### src/rtl/hs_tx_pkg.sv
// Shared definitions for the 4-phase handshake transmitter and its synchronizer.
// State encoding, default synchronizer depth and counter width helper.
package hs_tx_pkg;

    localparam logic [1:0] ST_IDLE = 2'd0;
    localparam logic [1:0] ST_REQ  = 2'd1;
    localparam logic [1:0] ST_REL  = 2'd2;

    localparam int DEF_SYNC_STAGES = 2;

    // Bits needed to hold values 0..v-1, never less than one bit.
    function automatic int clog2_min1(input int v);
        int r;
        r = 0;
        while ((1 << r) < v) r++;
        return (r < 1) ? 1 : r;
    endfunction

endpackage

### src/rtl/hs_tx_sync_bit.sv
// Single-bit multi-flop synchronizer; latency STAGES clk_i edges, no backpressure.
// Async active-high reset clears the whole chain to 0.
module sync_bit
    import hs_tx_pkg::*;
#(
    parameter int STAGES = DEF_SYNC_STAGES
) (
    input  logic clk_i,
    input  logic rst_i,
    input  logic d_i,
    output logic q_o
);

    logic [STAGES-1:0] chain_q;

    always_ff @(posedge clk_i or posedge rst_i) begin
        if (rst_i) begin
            chain_q <= '0;
        end else begin
            chain_q <= {chain_q[STAGES-2:0], d_i};
        end
    end

    assign q_o = chain_q[STAGES-1];

endmodule

### src/rtl/hs_tx.sv
// Source end of the 4-phase req/ack CDC handshake: holds a word on data_out while req_out is high.
// Accept takes one edge; tx_ready stays low while busy or while the synchronized ack is still high.
module hs_tx
    import hs_tx_pkg::*;
#(
    parameter int DATA_W      = 8,
    parameter int SYNC_STAGES = DEF_SYNC_STAGES,
    parameter int TIMEOUT     = 255
) (
    input  logic              clkA,
    input  logic              resetA,
    input  logic              tx_valid,
    input  logic [DATA_W-1:0] tx_data,
    output logic              tx_ready,
    output logic              req_out,
    output logic [DATA_W-1:0] data_out,
    input  logic              ack_in,
    output logic              busy,
    output logic              done_pulse,
    output logic              err,
    input  logic              err_clr
);

    localparam int              CNT_W   = clog2_min1(TIMEOUT + 1);
    localparam logic [CNT_W-1:0] CNT_MAX = CNT_W'(TIMEOUT);

    logic              ack_s;
    logic [1:0]        state_q, state_d;
    logic              req_q, req_d;
    logic [DATA_W-1:0] data_q, data_d;
    logic              done_q, done_d;
    logic              err_q, err_d;
    logic              abort_q, abort_d;
    logic [CNT_W-1:0]  cnt_q, cnt_d;
    logic [CNT_W-1:0]  cnt_inc;
    logic              tmo_hit;

    sync_bit #(.STAGES(SYNC_STAGES)) u_ack_sync (
        .clk_i (clkA),
        .rst_i (resetA),
        .d_i   (ack_in),
        .q_o   (ack_s)
    );

    assign tx_ready   = (state_q == ST_IDLE) & ~ack_s;
    assign busy       = (state_q != ST_IDLE);
    assign req_out    = req_q;
    assign data_out   = data_q;
    assign done_pulse = done_q;
    assign err        = err_q;

    // cnt_inc is the number of cycles spent in the state including this one,
    // so an abort leaves at most TIMEOUT cycles in REQ or REL.
    assign cnt_inc = (cnt_q == {CNT_W{1'b1}}) ? cnt_q : cnt_q + 1'b1;
    assign tmo_hit = (TIMEOUT != 0) && (cnt_inc == CNT_MAX);

    always_comb begin
        state_d = state_q;
        req_d   = req_q;
        data_d  = data_q;
        done_d  = 1'b0;
        err_d   = err_clr ? 1'b0 : err_q;
        abort_d = abort_q;
        cnt_d   = cnt_inc;
        case (state_q)
            ST_IDLE: begin
                cnt_d = '0;
                if (tx_valid && tx_ready) begin
                    data_d  = tx_data;
                    req_d   = 1'b1;
                    abort_d = 1'b0;
                    state_d = ST_REQ;
                end
            end
            ST_REQ: begin
                if (ack_s) begin
                    req_d   = 1'b0;
                    cnt_d   = '0;
                    state_d = ST_REL;
                end else if (tmo_hit) begin
                    req_d   = 1'b0;
                    err_d   = 1'b1;
                    abort_d = 1'b1;
                    cnt_d   = '0;
                    state_d = ST_REL;
                end
            end
            ST_REL: begin
                // An aborted request still drains through REL but never reports done.
                if (!ack_s) begin
                    done_d  = ~abort_q;
                    cnt_d   = '0;
                    state_d = ST_IDLE;
                end else if (tmo_hit) begin
                    err_d   = 1'b1;
                    cnt_d   = '0;
                    state_d = ST_IDLE;
                end
            end
            default: begin
                req_d   = 1'b0;
                cnt_d   = '0;
                state_d = ST_IDLE;
            end
        endcase
    end

    always_ff @(posedge clkA or posedge resetA) begin
        if (resetA) begin
            state_q <= ST_IDLE;
            req_q   <= 1'b0;
            data_q  <= '0;
            done_q  <= 1'b0;
            err_q   <= 1'b0;
            abort_q <= 1'b0;
            cnt_q   <= '0;
        end else begin
            state_q <= state_d;
            req_q   <= req_d;
            data_q  <= data_d;
            done_q  <= done_d;
            err_q   <= err_d;
            abort_q <= abort_d;
            cnt_q   <= cnt_d;
        end
    end

endmodule

### config.mk
export PLATFORM = sky130hd
export DESIGN_NAME = hs_tx
export DESIGN_NICKNAME = d
export VERILOG_FILES = /design/src/rtl/hs_tx_pkg.sv /design/src/rtl/hs_tx_sync_bit.sv /design/src/rtl/hs_tx.sv
export SDC_FILE = /design/constraint.sdc
export NUM_CORES = 1
export LEC_CHECK = 0
export BUFFER_PORTS_ARGS = -buffer_cell sky130_fd_sc_hd__buf_2
export CAP_MARGIN = 15
export CORE_UTILIZATION = 50
export CTS_BUF_LIST = sky130_fd_sc_hd__clkbuf_8
export DETAILED_ROUTE_END_ITERATION = 16
export GPL_TIMING_DRIVEN = 0
export HOLD_SLACK_MARGIN = 0.15
export PLACE_DENSITY = 0.81
export SLEW_MARGIN = 20
export SYNTH_ARGS = -nofsm -noshare
export SYNTH_HDL_FRONTEND = slang
export SYNTH_SLANG_ARGS = --single-unit
export TNS_END_PERCENT = 10
### constraint.sdc
create_clock -name clkA -period 2.2 [get_ports clkA]
set_input_delay 0.11 -clock clkA [delete_from_list [all_inputs] [get_ports clkA]]
set_output_delay 0.11 -clock clkA [all_outputs]
set_load 0.05 [all_outputs]
==> metrics <==
status completed; Seq/Total Area, Yosys 0.467; highest-count cells in the layout ignoring fill and taps buf_2 (26), dfrtp_1 (24), dlygate4sd3_1 (10); PortBufs 25; Residual DRC 0; dpl cells 173; Max Root-Sink Buffers 2; P_sw 877 uW; Reg power frac 0.333; Cell Rows 18; Max Cap Viol 0; Netlist cell types a little over 40; Avg WL per Cell 13.9 um; Syn Area/Cell 10.9 um2; Via Count 1038; GRT Util Overall 0.221; Initial Utilization 0.523; Fin Setup TNS 0 ns; CP arrival 2.26 ns; Post-Synthesis Cells 118; Via density 5.52; H-Tree Depth 1; CTS clk-pin slew, worst paths 0.08 ns; first-pass detailed-route iteration total 4; startpoint types register; final core occ 0.660; Top Ports 26; drt total wl between 2 and 3 mm; share of layout cells above drive strength 1 0.335; crit end category register; EDFF count, synth 0; fill cell count 180; CTS Buf Count 3; Tmin final a little over 2 ns; Logic pwr share 0.510; Power Density 1150 nW/um2; Internal Power 992 uW; Area Growth Syn to Fin 26.0%; core box area 2450 um2; Primary FF master, synth dfrtp_1; Final #Nets about 180; Pleak 0.000751 uW; min-delay worst type primary input to register; final period utilization 0.942; Synthesized Nets 135; Antenna Nets Post-Route 0; Fin Clk Skew 0.00295 ns; iteration-0 DRC count of the detailed router 12; root buf cell clkbuf_8; flops & latches, synth 24; die area 2780 um2; GP Congestion 0.849; vias in the first global route about 1.1k; DP Wirelength ~1.8 mm; Ant. Diodes 0; Slew HR 0.408; CTS tree yes; Die Ht 52.7 um; Synth warnings 0; die extent in x between 50 and 60 um; final setup fails 0; CP Max Fanout 8; Net Sw Frac 0.469; Critical Path RT 2.38 ns; largest net degree at the start of global routing 25; non-filler instance count after layout between 150 and 200; Peak VDD IR roughly 0.0015 V; kind of critical path register to register; actual slew at the worst max-slew pin 0.887 ns; final hold viol count 0; clock sink count 24; RSZ-0062 raised after global routing no; antenna violations before repair 0; final max-slew violation count 0; clk_lat worst skew 0.26 ns; clock share of power 0.157; maximum clock frequency 0.482 GHz; global route overflow 0; first-pass GRT wire length between 4 and 5 mm; most common cell after layout, fill and taps aside buf_2; synthesized area 1280 um2; post-synthesis async set-or-reset flop share 1.00
worst paths after layout:
| check | end | slack, ns | start | cells past startpoint |
|---|---|---|---|---|
| max | cnt_q[4] | 0.13 | cnt_q[0] | 6 |
| min | err | 0.22 | err_clr | 4 |
| max reg2reg | cnt_q[4] | 0.13 | cnt_q[0] | 6 |
| min reg2reg | u_ack_sync.chain_q[1] | 0.35 | u_ack_sync.chain_q[0] | 0 |
| max in group asynchronous | abort_q | 1.08 | resetA | 3 |
| min in group asynchronous | data_out[2] | 0.58 | resetA | 3 |
metrics by stage:
stage               power, uW  hold WS [ns]  instance area, um2  setup WS (ns)
CTS                      1870         0.206                1610        0.00957
global placement         1520         0.220                1450         0.0369
global route             1980         0.236                1620         0.0164
floorplan                1350         0.125                1290          0.121
finish                   1870         0.220                1620          0.127
detailed placement       1560         0.220                1450        0.00735
worst max-delay path, cell delays in order, from the launching register on:
cell      delay, ns
dfrtp_1        0.44
ha_2           0.26
and4_4         0.20
buf_6          0.12
o32a_4         0.39
a211o_4        0.38
a211oi_2       0.20
kinds of logic after synthesis:
group | share of synthesized area
AO/OA/AOI/OAI | 0.158
AND/OR/NAND/NOR | 0.191
XOR/XNOR | 0.00682
multiplexers | 0.0935
adder cells (fa/ha/maj) | 0.0389
flip-flops | 0.467
buffers and inverters | 0.0448
Yosys cell counts (3+ instances only):
cell     number  share of area
a21oi_1       9          0.035
a31oi_1       5          0.024
dfrtp_1      24           0.47
ha_1          4          0.039
inv_1         9          0.026
mux2_2        8          0.070
mux2i_1       3          0.023
nand2_1       6          0.018
nand3_1       3          0.012
nor2_1        9          0.026
nor2b_1       3          0.015
final cells by class:
class | count | area, um2 | share of cell area
Tap cell | 30 | 37.5 | 0.0232
Timing Repair Buffer | 36 | 233 | 0.144
Multi-Input combinational cell | 81 | 636 | 0.393
Buffer | 4 | 23.8 | 0.0147
Inverter | 9 | 33.8 | 0.0209
Clock buffer | 4 | 55.1 | 0.0340
Sequential cell | 24 | 601 | 0.371
flip-flops by register name (all words and copies together) (netlist names):
name and count:
abort_q 1, cnt_q 8, data_out 8, done_pulse 1, err 1, req_out 1
state_q 2, u_ack_sync.chain_q 2
per-layer routing:
layer,GRT usage,part of all wire,wire length [um]
met5,0,0,0
met4,0.101,0.014,36
met3,0.0522,0.037,96
met2,0.365,0.50,1300
met1,0.270,0.45,1170
power by group through the flow:
stage / clock network [uW] / logic [uW] / registers [uW]
after floorplan: 0 / 433 / 921
after global routing: 317 / 1020 / 636
after global placement: 0 / 908 / 617
final: 294 / 953 / 622
after detailed placement: 0 / 934 / 627
after CTS: 298 / 951 / 620
timing repair:
action                                 CTS  global route
endpoints found under the hold margin   33             0
gates resized for setup                  0             2
buffers inserted                         0             1
hold buffers                            10             0
setup endpoints to repair                0            10
No activity file was read; power rests on OpenSTA's default activity.
